$ cat src/rtl/pbox_branch_ctrl_if.sv
// pbox_branch_ctrl_if: bundles the control, branch and status signals of the
// context control unit.
//   slave  modport: the control unit (takes start/abort/stall/branch/predicate,
//                   drives the context address, enable and status)
//   master modport: the sequencing environment (context memory side, PBox, host)
// Clock and reset are not part of the bundle.
interface pbox_branch_ctrl_if #(
  parameter int unsigned CCNT_WIDTH = 8,
  parameter int unsigned CYC_WIDTH  = 16
) ();
  logic                  START_I;
  logic [CCNT_WIDTH-1:0] START_ADDR_I;
  logic                  ABORT_I;
  logic                  STALL_I;
  logic [1:0]            BR_KIND_I;
  logic                  BR_INV_I;
  logic [CCNT_WIDTH-1:0] BR_TARGET_I;
  logic                  PRED_I;
  logic [CCNT_WIDTH-1:0] CCNT_O;
  logic                  EN_O;
  logic                  BUSY_O;
  logic                  DONE_O;
  logic [CYC_WIDTH-1:0]  CYCLES_O;

  modport master (
    output START_I, START_ADDR_I, ABORT_I, STALL_I,
    output BR_KIND_I, BR_INV_I, BR_TARGET_I, PRED_I,
    input  CCNT_O, EN_O, BUSY_O, DONE_O, CYCLES_O
  );

  modport slave (
    input  START_I, START_ADDR_I, ABORT_I, STALL_I,
    input  BR_KIND_I, BR_INV_I, BR_TARGET_I, PRED_I,
    output CCNT_O, EN_O, BUSY_O, DONE_O, CYCLES_O
  );
endinterface

$ cat src/rtl/pbox_branch_ctrl.sv
// pbox_branch_ctrl: steps the reconfigurable array through its context memory
// and resolves branches with the PBox predicate.
//   CLK_I  clock, rising edge
//   RST_I  asynchronous active-high reset
//   bus    slave side of pbox_branch_ctrl_if:
//          START_I/START_ADDR_I start a run from IDLE, ABORT_I returns to IDLE,
//          STALL_I freezes sequencing, BR_*/PRED_I describe the executing
//          context; CCNT_O context address, EN_O array/PBox enable
//          (combinational), BUSY_O in RUN, DONE_O one-cycle pulse after halt,
//          CYCLES_O saturating count of executed contexts.
module pbox_branch_ctrl #(
  parameter int unsigned CCNT_WIDTH = 8,
  parameter int unsigned CYC_WIDTH  = 16
) (
  input logic              CLK_I,
  input logic              RST_I,
  pbox_branch_ctrl_if.slave bus
);

  typedef enum logic [1:0] {StIdle, StRun, StDone} state_e;

  localparam logic [1:0] BrNext = 2'b00;
  localparam logic [1:0] BrJump = 2'b01;
  localparam logic [1:0] BrCond = 2'b10;
  localparam logic [1:0] BrHalt = 2'b11;

  state_e                state_q;
  logic [CCNT_WIDTH-1:0] ccnt_q;
  logic [CYC_WIDTH-1:0]  cycles_q;
  logic                  busy_q;
  logic                  done_q;

  logic [CCNT_WIDTH-1:0] ccnt_inc;
  logic [CYC_WIDTH-1:0]  cycles_inc;
  logic                  cond_taken;

  assign ccnt_inc   = ccnt_q + CCNT_WIDTH'(1);  // natural wrap at all-ones
  assign cycles_inc = (&cycles_q) ? cycles_q : cycles_q + CYC_WIDTH'(1);
  assign cond_taken = bus.PRED_I ^ bus.BR_INV_I;

  always_ff @(posedge CLK_I or posedge RST_I) begin
    if (RST_I) begin
      state_q  <= StIdle;
      ccnt_q   <= '0;
      cycles_q <= '0;
      busy_q   <= 1'b0;
      done_q   <= 1'b0;
    end else begin
      done_q <= 1'b0;
      case (state_q)
        StIdle: begin
          // a simultaneous abort blocks the start
          if (bus.START_I && !bus.ABORT_I) begin
            state_q  <= StRun;
            busy_q   <= 1'b1;
            ccnt_q   <= bus.START_ADDR_I;
            cycles_q <= '0;
          end
        end
        StRun: begin
          if (bus.ABORT_I) begin
            state_q <= StIdle;
            busy_q  <= 1'b0;
          end else if (!bus.STALL_I) begin
            cycles_q <= cycles_inc;
            case (bus.BR_KIND_I)
              BrNext: ccnt_q <= ccnt_inc;
              BrJump: ccnt_q <= bus.BR_TARGET_I;
              BrCond: ccnt_q <= cond_taken ? bus.BR_TARGET_I : ccnt_inc;
              BrHalt: begin
                state_q <= StDone;
                busy_q  <= 1'b0;
                done_q  <= 1'b1;
              end
              default: ccnt_q <= ccnt_inc;
            endcase
          end
        end
        StDone: begin
          state_q <= StIdle;
        end
        default: begin
          state_q <= StIdle;
          busy_q  <= 1'b0;
        end
      endcase
    end
  end

  assign bus.EN_O     = (state_q == StRun) && !bus.STALL_I;
  assign bus.CCNT_O   = ccnt_q;
  assign bus.BUSY_O   = busy_q;
  assign bus.DONE_O   = done_q;
  assign bus.CYCLES_O = cycles_q;

endmodule

$ cat src/flat_wrapper.sv
// flat-port wrapper written by rule: the top's interface ports become plain ports
module pbox_branch_ctrl_flat 
#(
  parameter int unsigned CCNT_WIDTH = 8,
  parameter int unsigned CYC_WIDTH  = 16
)
  (CLK_I, RST_I, bus_START_I, bus_START_ADDR_I, bus_ABORT_I, bus_STALL_I, bus_BR_KIND_I, bus_BR_INV_I, bus_BR_TARGET_I, bus_PRED_I, bus_CCNT_O, bus_EN_O, bus_BUSY_O, bus_DONE_O, bus_CYCLES_O);
  pbox_branch_ctrl_if #(.CCNT_WIDTH(CCNT_WIDTH), .CYC_WIDTH(CYC_WIDTH)) bus_i ();
  input logic CLK_I;
  input logic RST_I;
  input wire logic [$bits(bus_i.START_I)-1:0] bus_START_I;
  input wire logic [$bits(bus_i.START_ADDR_I)-1:0] bus_START_ADDR_I;
  input wire logic [$bits(bus_i.ABORT_I)-1:0] bus_ABORT_I;
  input wire logic [$bits(bus_i.STALL_I)-1:0] bus_STALL_I;
  input wire logic [$bits(bus_i.BR_KIND_I)-1:0] bus_BR_KIND_I;
  input wire logic [$bits(bus_i.BR_INV_I)-1:0] bus_BR_INV_I;
  input wire logic [$bits(bus_i.BR_TARGET_I)-1:0] bus_BR_TARGET_I;
  input wire logic [$bits(bus_i.PRED_I)-1:0] bus_PRED_I;
  output wire logic [$bits(bus_i.CCNT_O)-1:0] bus_CCNT_O;
  output wire logic [$bits(bus_i.EN_O)-1:0] bus_EN_O;
  output wire logic [$bits(bus_i.BUSY_O)-1:0] bus_BUSY_O;
  output wire logic [$bits(bus_i.DONE_O)-1:0] bus_DONE_O;
  output wire logic [$bits(bus_i.CYCLES_O)-1:0] bus_CYCLES_O;
  assign bus_i.START_I = bus_START_I;
  assign bus_i.START_ADDR_I = bus_START_ADDR_I;
  assign bus_i.ABORT_I = bus_ABORT_I;
  assign bus_i.STALL_I = bus_STALL_I;
  assign bus_i.BR_KIND_I = bus_BR_KIND_I;
  assign bus_i.BR_INV_I = bus_BR_INV_I;
  assign bus_i.BR_TARGET_I = bus_BR_TARGET_I;
  assign bus_i.PRED_I = bus_PRED_I;
  assign bus_CCNT_O = bus_i.CCNT_O;
  assign bus_EN_O = bus_i.EN_O;
  assign bus_BUSY_O = bus_i.BUSY_O;
  assign bus_DONE_O = bus_i.DONE_O;
  assign bus_CYCLES_O = bus_i.CYCLES_O;
  pbox_branch_ctrl #(.CCNT_WIDTH(CCNT_WIDTH), .CYC_WIDTH(CYC_WIDTH)) u_core (.CLK_I(CLK_I), .RST_I(RST_I), .bus(bus_i));
endmodule
$ cat config.mk
export PLATFORM = sky130hd
export DESIGN_NAME = pbox_branch_ctrl_flat
export DESIGN_NICKNAME = d
export VERILOG_FILES = /design/src/rtl/pbox_branch_ctrl_if.sv /design/src/rtl/pbox_branch_ctrl.sv /design/src/flat_wrapper.sv
export SDC_FILE = /design/constraint.sdc
export NUM_CORES = 1
export LEC_CHECK = 0
export CORE_MARGIN = 4
export CORE_UTILIZATION = 42
export CTS_CLUSTER_SIZE = 24
export DETAILED_ROUTE_END_ITERATION = 12
export HOLD_SLACK_MARGIN = 0.02
export PLACE_DENSITY = 0.76
export REMOVE_ABC_BUFFERS = 1
export SYNTH_ARGS = -nofsm -noshare
export SYNTH_HDL_FRONTEND = slang
export SYNTH_SLANG_ARGS = --single-unit
$ cat constraint.sdc
create_clock -name CLK_I -period 1.6 [get_ports CLK_I]
set_input_delay 0.32 -clock CLK_I [delete_from_list [all_inputs] [get_ports CLK_I]]
set_output_delay 0.32 -clock CLK_I [all_outputs]
set_load 0.05 [all_outputs]
# After elaboration in Yosys (flattened, before gate mapping)
# Index checks and enable logic that the tools add are counted.
[totals] elab_cells=58 in_bits=25 reg_bits=28 out_inout_bits=27
[op_classes] bitwise=2 n_reduce_logical=12 muxes=25 n_eq_ne=12 add_sub_neg=2
[op_table] op="16-bit 2-to-1 mux" n=4
[op_table] op="8-bit 2-to-1 mux" n=4
[op_table] op="16-bit one-hot mux with 2 select lines" n=1
[op_table] op="8-bit one-hot mux with 3 select lines" n=1
[op_table] op="16-bit by 1-bit adder with 16-bit output, second input constant" n=1
[op_table] op="8-bit one-hot mux with 2 select lines" n=1
[op_table] op="16-bit AND reduction" n=1
[op_table] op="5-bit AND reduction" n=2
[op_table] op="8-bit by 1-bit adder with 8-bit output, second input constant" n=1
[op_table] op="1-bit 2-to-1 mux" n=8
[op_table] op="2-bit 2-to-1 mux" n=4
[op_table] op="2-bit equality test, second input constant" n=3
[op_table] op="2-bit inequality test, second input constant" n=3
[op_table] op="3-bit inequality test, second input constant" n=2
[op_table] op="2-bit by 1-bit equality test with 1-bit output, second input constant" n=2
[op_table] op="2-bit logical NOT" n=2
[op_table] op="4-bit inequality test, second input constant" n=1
[op_table] op="2-bit one-hot mux with 2 select lines" n=1
[op_table] op="4-bit AND reduction" n=1
[op_table] op="1-bit one-hot mux with 3 select lines" n=1
[op_table] op="3-bit AND reduction" n=1
[op_table] op="1-bit logical AND" n=2
[op_table] op="1-bit logical NOT" n=2
[op_table] op="2-bit by 1-bit inequality test with 1-bit output, second input constant" n=1
[op_table] op="other kinds (3)" n=3

# Logic depth before layout (Yosys ltp)
# Gate-level depths: netlist (run 1).
[logic_depth] ltp_word=6 depth_mapped=6 depth_no_buf=6

# Worst setup path before layout (run 1)
# No wires, ideal clock.
[synth_timing] kind="register -> register" from="register u_core.cycles_q[0] (netlist: u_core.bus.CYCLES_O[0])" to="register u_core.cycles_q[8] (netlist: u_core.bus.CYCLES_O[8])" slack_ps=-555 stages_incl_launch_ff=6 path_buffers=0 setup_time_ps=99 t_required_ps=1501 arrival_ps=2056 synth_period_minus_slack_ps=2155 path_cell_list="dfrtp_1 > ha_1 > nand2_1 > a2111oi_0 > a31oi_1 > a311oi_1"
[synth_between] elab_chain_len=5 word_cells_on_any_way=8 classes_between="add/sub (1); eq/ne (1); mux (4); reduce/logical (2)"
[synth_rtl] element="start: declaration" line="pbox_branch_ctrl.sv:29" text="logic [CYC_WIDTH-1:0] cycles_q;"
[synth_rtl] element="start signal: assignment" line="pbox_branch_ctrl.sv:65" text="cycles_q <= cycles_inc;"
[synth_rtl] element="16-bit by 1-bit adder with 16-bit output" line="pbox_branch_ctrl.sv:38" text="assign cycles_inc = (&cycles_q) ? cycles_q : cycles_q + CYC_WIDTH'(1);"
[synth_rtl] element="16-bit 2-to-1 mux" line="pbox_branch_ctrl.sv:38"
[synth_rtl] element="16-bit 2-to-1 mux" line="pbox_branch_ctrl.sv:64" text="end else if (!bus.STALL_I) begin"
[synth_rtl] element="16-bit 2-to-1 mux" line="pbox_branch_ctrl.sv:61" text="if (bus.ABORT_I) begin"
[synth_rtl] element="16-bit one-hot mux with 2 select lines" line="pbox_branch_ctrl.sv:50" text="case (state_q)"
# Parallel ways exist; a longest one is shown, timed or not. The select of a mux whose other input is x is not followed.
# A chain may end at the register's enable or synchronous reset.

# Worst setup path in the final report (run 1)
[layout_timing] from="register u_core.cycles_q[6] (netlist: u_core.bus.CYCLES_O[6])" to="register u_core.cycles_q[7] (netlist: u_core.bus.CYCLES_O[7])"
# Same word-level chain as after synthesis.

==> results of run 1 <==
-- kinds of logic after synthesis --
kind of cell	after synthesis	share of synthesized area
AO/OA/AOI/OAI	56	0.2234
XOR/XNOR	16	0.08396
adder cells (fa/ha/maj)	6	0.04498
buffers and inverters	7	0.02024
flip-flops	28	0.4198
multiplexers	1	0.005997
AND/OR/NAND/NOR	66	0.2016
-- per-layer routing --
metal  up-vias  wire length (um)  GRT usage
met1       981              2732     0.3091
met2       132              3562     0.4367
met5         -                 0          0
li1        882                 -          -
met4         0               487     0.1399
met3        57               486    0.04972
-- critical path: cells and delay by family, from the launching register on --
family / cells / cell delay (ps)
AND/OR/NAND/NOR: 3 / 790
XOR/XNOR: 1 / 230
flip-flops: 1 / 370
AO/OA/AOI/OAI: 1 / 220
buffers and inverters: 1 / 150
-- flip-flops by register name (all words and copies together), names as in the netlist --
signal	flops
u_core.bus.BUSY_O	1
u_core.bus.DONE_O	1
u_core.bus.CYCLES_O	16
u_core.state_q	2
u_core.bus.CCNT_O	8
-- area by class of cell --
| type | instances | area, um2 |
|---|---|---|
| Fill cell | 183 | 528.0 |
| Clock buffer | 3 | 41.29 |
| Timing Repair Buffer | 105 | 1182 |
| Sequential cell | 28 | 700.7 |
| Tap cell | 48 | 60.06 |
| Multi-Input combinational cell | 145 | 1212 |
| Inverter | 5 | 18.77 |
-- report_power, final --
group / leakage, nW / internal, mW / switching, mW
sequential: 0.365 / 0.788 / 0.128
combinational: 1.02 / 0.654 / 0.762
clock: 0.0216 / 0.170 / 0.218
total: 1.40 / 1.61 / 1.11
-- metrics by stage --
step             util  setup slack (ps)  hold slack (ps)
2_1_floorplan       -            -561.5            385.4
3_3_place_gp   0.7513            -540.6            562.4
3_5_place_dp   0.7513            -731.0            581.3
4_1_cts        0.8192            -126.8            406.5
5_1_grt        0.8590            -363.4            461.7
6_report       0.8590            -277.6            398.6
-- layout by cell type, fill, tap and decap left out, drive strengths merged, types with 2 or more instances in the layout --
cell type,n
a21oi,13
a22oi,6
and2,2
and3,6
buf,81
clkbuf,3
clkdlybuf4s50,19
dfrtp,28
dlygate4sd2,5
ha,6
inv,5
nand2,15
nand2b,4
nand3,5
nand4,4
nor2,15
nor2b,3
nor3,7
nor4,2
o2111a,2
o2111ai,3
o211ai,4
o21a,2
o21ai,11
o22ai,7
xnor2,8
xor2,8
-- how the worst max path moves through the flow --
stage	slack, ps	start	endpoint
floorplan	-560	u_core.bus.CYCLES_O[6]$_DFFE_PP0P_	u_core.bus.CYCLES_O[0]$_DFFE_PP0P_
global placement	-540	bus_BR_KIND_I[0]	u_core.bus.CCNT_O[4]$_DFFE_PP0P_
detailed placement	-730	bus_BR_KIND_I[0]	u_core.bus.CCNT_O[6]$_DFFE_PP0P_
CTS	-130	u_core.bus.CYCLES_O[8]$_DFFE_PP0P_	u_core.bus.CYCLES_O[7]$_DFFE_PP0P_
global route	-360	u_core.bus.CYCLES_O[7]$_DFFE_PP0P_	u_core.bus.CYCLES_O[7]$_DFFE_PP0P_
finish	-280	u_core.bus.CYCLES_O[6]$_DFFE_PP0P_	u_core.bus.CYCLES_O[7]$_DFFE_PP0P_
-- what timing repair did --
item | in CTS | in global routing
pin swaps | 11 | 10
endpoints found under the hold margin | 0 | 0
gates resized for setup | 43 | 28
endpoints found under the setup margin | 25 | 25
setup buffers | 6 | 4
==> results_dict.tcl, run 1 <==
set metrics [dict create \
    grt_max_degree 29 \
    dp_cells 321 \
    p_per_area_nw_per_um2 846.0 \
    die_h_um 71.04 \
    vias_per_cell 6.144 \
    synth_area_leaders "dfrtp_1, ha_1, xnor2_1, xor2_1, a21oi_1" \
    fin_ws_ps -277.6 \
    hp-class "input pin to async pin" \
    fp.dieW_um 71.04 \
    fmax_mhz 532.6 \
    reg2reg_slack_ps -280 \
    drv_cap 0 \
    num_rows 22 \
    clock_latency_ps 280 \
    area_growth_pct 92.65 \
    reg2reg_depth 6 \
    wl_mm 7.268 \
    yosysUniqueCellTypes 40 \
    slew_headroom 0.6896 \
    drc 0 \
    syn_area_um2 1669 \
    synth_top_cell_area_share 0.4198 \
    hpwl_mm 4.219 \
    cpPeakStageDelay_ps 590 \
    status "finished with violations" \
    crit_path_end_kind "flip-flop" \
    clk_pin_slew_ps 90 \
    ir_drop_mv 0.7879 \
    htree_num_levels 1 \
    r2r_end "u_core.bus.CYCLES_O[7]$_DFFE_PP0P_" \
    fin_cells 334 \
    finalNetCount 319 \
    holdBufCountCts 0 \
    yosys_warnings 0 \
    synth.most_common_cell "dfrtp_1" \
    drive_gt1_frac 0.4476 \
    violations "setup timing" \
    period_share 1.173 \
    cts_buffer_depth 2 \
    yosysTopAreaCell "dfrtp_1" \
    dieArea_um2 5047 \
    coreArea_um2 3744 \
    synth_edf_count 0 \
    setup_tns_ps -1626 \
    ant_nets 0 \
    synth_ff_type "dfrtp_1" \
    drtPass1Iterations 4 \
    cp_max_fo 7 \
    finClkSkew_ps 6.440 \
    setup_viol 21 \
    dpl_cell_area_um2 2813 \
    n_antenna_cell 0 \
    io_pins 52 \
    grt_overflow 0 \
    synthTopCellsByCount "dfrtp_1, nand2_1, nor2_1, a21oi_1, o21ai_0" \
    crit_required_ps 1770 \
    crit_path_top_delay_cell "or4_4" \
    r2r_start "u_core.bus.CYCLES_O[6]$_DFFE_PP0P_" \
    cp.arrival_ps 2050 \
    p_leak_nw 1.405 \
    cp-start-kind "flip-flop" \
    antenna_found_initial 0 \
    tightestPinTransition_ps 463.0 \
    drt_iter0_markers 285 \
    clock-root-buffer "clkbuf_8" \
    total_power_mw 2.720 \
    ys_seq_area_frac 0.4198 \
    grt_usage 0.2587 \
    netlist_instances 180 \
    cts_tree "built" \
    globalplace.congestion 0.8565 \
    cts_sinks 28 \
    cts_buffers 3 \
    port_buffers 51 \
    worstSetupPathType "flip-flop to flip-flop" \
    ys_seq_elements 28 \
    hold_violations 0 \
    grt_pass1_wl_mm 10.36 \
    postSynthAreaPerCell_um2 9.273 \
    async_flop_share 1.000 \
    drv_slew 0 \
    fin_area_um2 3216 \
    vias 2052 \
    rsz0062_at_grt "yes" \
    period_minus_slack_ps 1878 \
    wl_per_cell_um 21.76 \
    grt_pass1_vias 2102 \
    initial_core_util 0.4459 \
    worstPathCellList "nand4_2 -> or4_4 -> buf_6 -> o211ai_1 -> xor2_1 -> nor2_1" \
]
(Power assumes the default switching activity.)
==> run 2: changes to the inputs <==
PLACE_DENSITY = 0.73   (was 0.76)
==> run 2 against run 1 <==
  * The flow still finishes with violations (setup timing)
  * Clock skew hardly changed
  * Sequential power is 1% lower
  * Utilization is 1.5 points higher
  * Critical path depth stayed put
  * First-iteration DRC count is 24% lower
  * Count of clock-buffer cells in the layout is 1 higher
  * Final cell count is 0.30% higher
  * Combinational power is 5% higher
  * Critical endpoint is now u_core.bus.CYCLES_O[9]$_DFFE_PP0P_
  * Largest power group unchanged
  * Highest routed layer unchanged
==> results_dict.tcl, run 2 (same netlist as run 1, synthesis figures left out) <==
set metrics [dict create \
    fmax_mhz 510.8 \
    clock_latency_ps 280 \
    p_sw_frac 0.3986 \
    violations "setup timing" \
    cpPeakStageDelay_ps 590 \
    total_power_mw 2.848 \
    drive_gt1_frac 0.4564 \
    p_int_mw 1.713 \
    holdBufCountCts 0 \
    cp-start-kind "flip-flop" \
    setup_viol 22 \
    setup_tns_ps -3126 \
    pwr-share-seq 0.317 \
    area_growth_pct 96.03 \
    reg2reg_slack_ps -360 \
    fp.dieW_um 71.04 \
    period_share 1.224 \
    gr-usage-met1 0.3165 \
    clock_power_share 0.160 \
    p_per_area_nw_per_um2 870.5 \
    hold_ws_ps 408.7 \
    crit_path_end_kind "flip-flop" \
    ir_drop_mv 0.5690 \
    cts_buffers 3 \
    port_buffers 51 \
    r2r_start "u_core.state_q[0]$_DFFE_PP0P_" \
    finClkSkew_ps 6.109 \
    slew_headroom 0.7159 \
    hpwl_mm 4.133 \
    worstPathCellList "nand2_1 -> or4_4 -> buf_6 -> o211ai_1 -> xor2_1 -> nor2_1" \
    wl_per_cell_um 22.18 \
    combPwrFrac 0.523 \
    crit_required_ps 1760 \
    vias_per_cell 6.319 \
    drv_cap 0 \
    drtPass1Iterations 5 \
    fin_ws_ps -357.8 \
    fin_cells 335 \
    cp_max_fo 6 \
    status "finished with violations" \
    grt_pass1_vias 1940 \
    grt_overflow 0 \
    dpl_cell_area_um2 2835 \
    die_h_um 71.04 \
    clk_pin_slew_ps 100 \
    cts_tree "built" \
    finalNetCount 319 \
    cts_sinks 28 \
    hold_violations 0 \
    n_antenna_cell 0 \
    dieArea_um2 5047 \
    worstSetupPathType "flip-flop to flip-flop" \
    post-route-util 0.8740 \
    coreArea_um2 3744 \
    hp-class "input pin to async pin" \
    io_pins 52 \
    cts_buffer_depth 2 \
    largest_reg_flops 16 \
    layout_commonest_cell "buf_4" \
    drv_slew 0 \
    use_met2 0.4016 \
    wl_mm 7.430 \
    switching_power_mw 1.135 \
    drt_iter0_markers 217 \
    p_leak_nw 1.412 \
    clock-root-buffer "clkbuf_8" \
    r2r_end "u_core.bus.CYCLES_O[9]$_DFFE_PP0P_" \
    crit_path_top_delay_cell "or4_4" \
    tightestPinTransition_ps 421.5 \
    fin_area_um2 3272 \
    period_minus_slack_ps 1958 \
    grt_max_degree 29 \
    grt_busiest_layer "met2" \
    dp_slack_ps -672.0 \
    initial_core_util 0.4459 \
    ant_nets 0 \
    vias 2117 \
    grt_pass1_wl_mm 9.439 \
    htree_num_levels 1 \
    grt_usage 0.2351 \
    met3_usage 0.02557 \
    reg2reg_depth 6 \
    num_rows 22 \
    rsz0062_at_grt "yes" \
    antenna_found_initial 0 \
    final_cell_mix "buf_4, dfrtp_1, buf_12, clkdlybuf4s50_1" \
    dp_cells 324 \
    drc 0 \
    globalplace.congestion 0.9334 \
    cp.arrival_ps 2120 \
]
[run 2: how the worst max path moves through the flow]
stage	from	to	slack (ps)	cells past startpoint
detailed placement	bus_BR_KIND_I[1]	u_core.bus.CCNT_O[2]$_DFFE_PP0P_	-670	7
finish	u_core.state_q[0]$_DFFE_PP0P_	u_core.bus.CYCLES_O[9]$_DFFE_PP0P_	-360	6
global route	u_core.state_q[0]$_DFFE_PP0P_	u_core.bus.CYCLES_O[9]$_DFFE_PP0P_	-390	6
CTS	u_core.bus.CYCLES_O[7]$_DFFE_PP0P_	u_core.bus.CYCLES_O[9]$_DFFE_PP0P_	-140	6
global placement	bus_BR_KIND_I[0]	u_core.bus.CCNT_O[2]$_DFFE_PP0P_	-520	7
floorplan	u_core.bus.CYCLES_O[6]$_DFFE_PP0P_	u_core.bus.CYCLES_O[0]$_DFFE_PP0P_	-560	5
[run 2: power by group through the flow]
stage	Sequential (mW)	Combinational [mW]	Clock, mW
3_3_place_gp	0.887	1.22	0
6_report	0.904	1.49	0.454
2_1_floorplan	1.17	0.290	0
4_1_cts	0.882	1.31	0.446
5_1_grt	0.907	1.55	0.485
3_5_place_dp	0.893	1.25	0
[run 2: cell type report]
class / instances / area (um2)
Clock buffer: 4 / 55.05
Fill cell: 165 / 471.7
Inverter: 5 / 18.77
Multi-Input combinational cell: 145 / 1251
Sequential cell: 28 / 700.7
Tap cell: 48 / 60.06
Timing Repair Buffer: 105 / 1186
[run 2: worst max-delay path, delay by kind of cell, from the launching register on]
family	cells	cell delay, ps
DFF	1	440
xor gates and xnor gates	1	230
and+or+nand+nor	3	780
AOI/OAI and AO/OA	1	240
buffers and inverters	1	150
[run 2: per-layer routing]
| layer | vias to the layer above | wire length, um |
|---|---|---|
| met1 | 1032 | 2832 |
| met3 | 34 | 565 |
| li1 | 884 | - |
| met4 | 0 | 336 |
| met5 | - | 0 |
| met2 | 167 | 3696 |
[run 2: what timing repair did]
action,in CTS,in global routing
buffers inserted,3,4
pin swaps,8,19
endpoints found under the setup margin,25,25
endpoints found under the hold margin,0,0
resized for setup,43,37
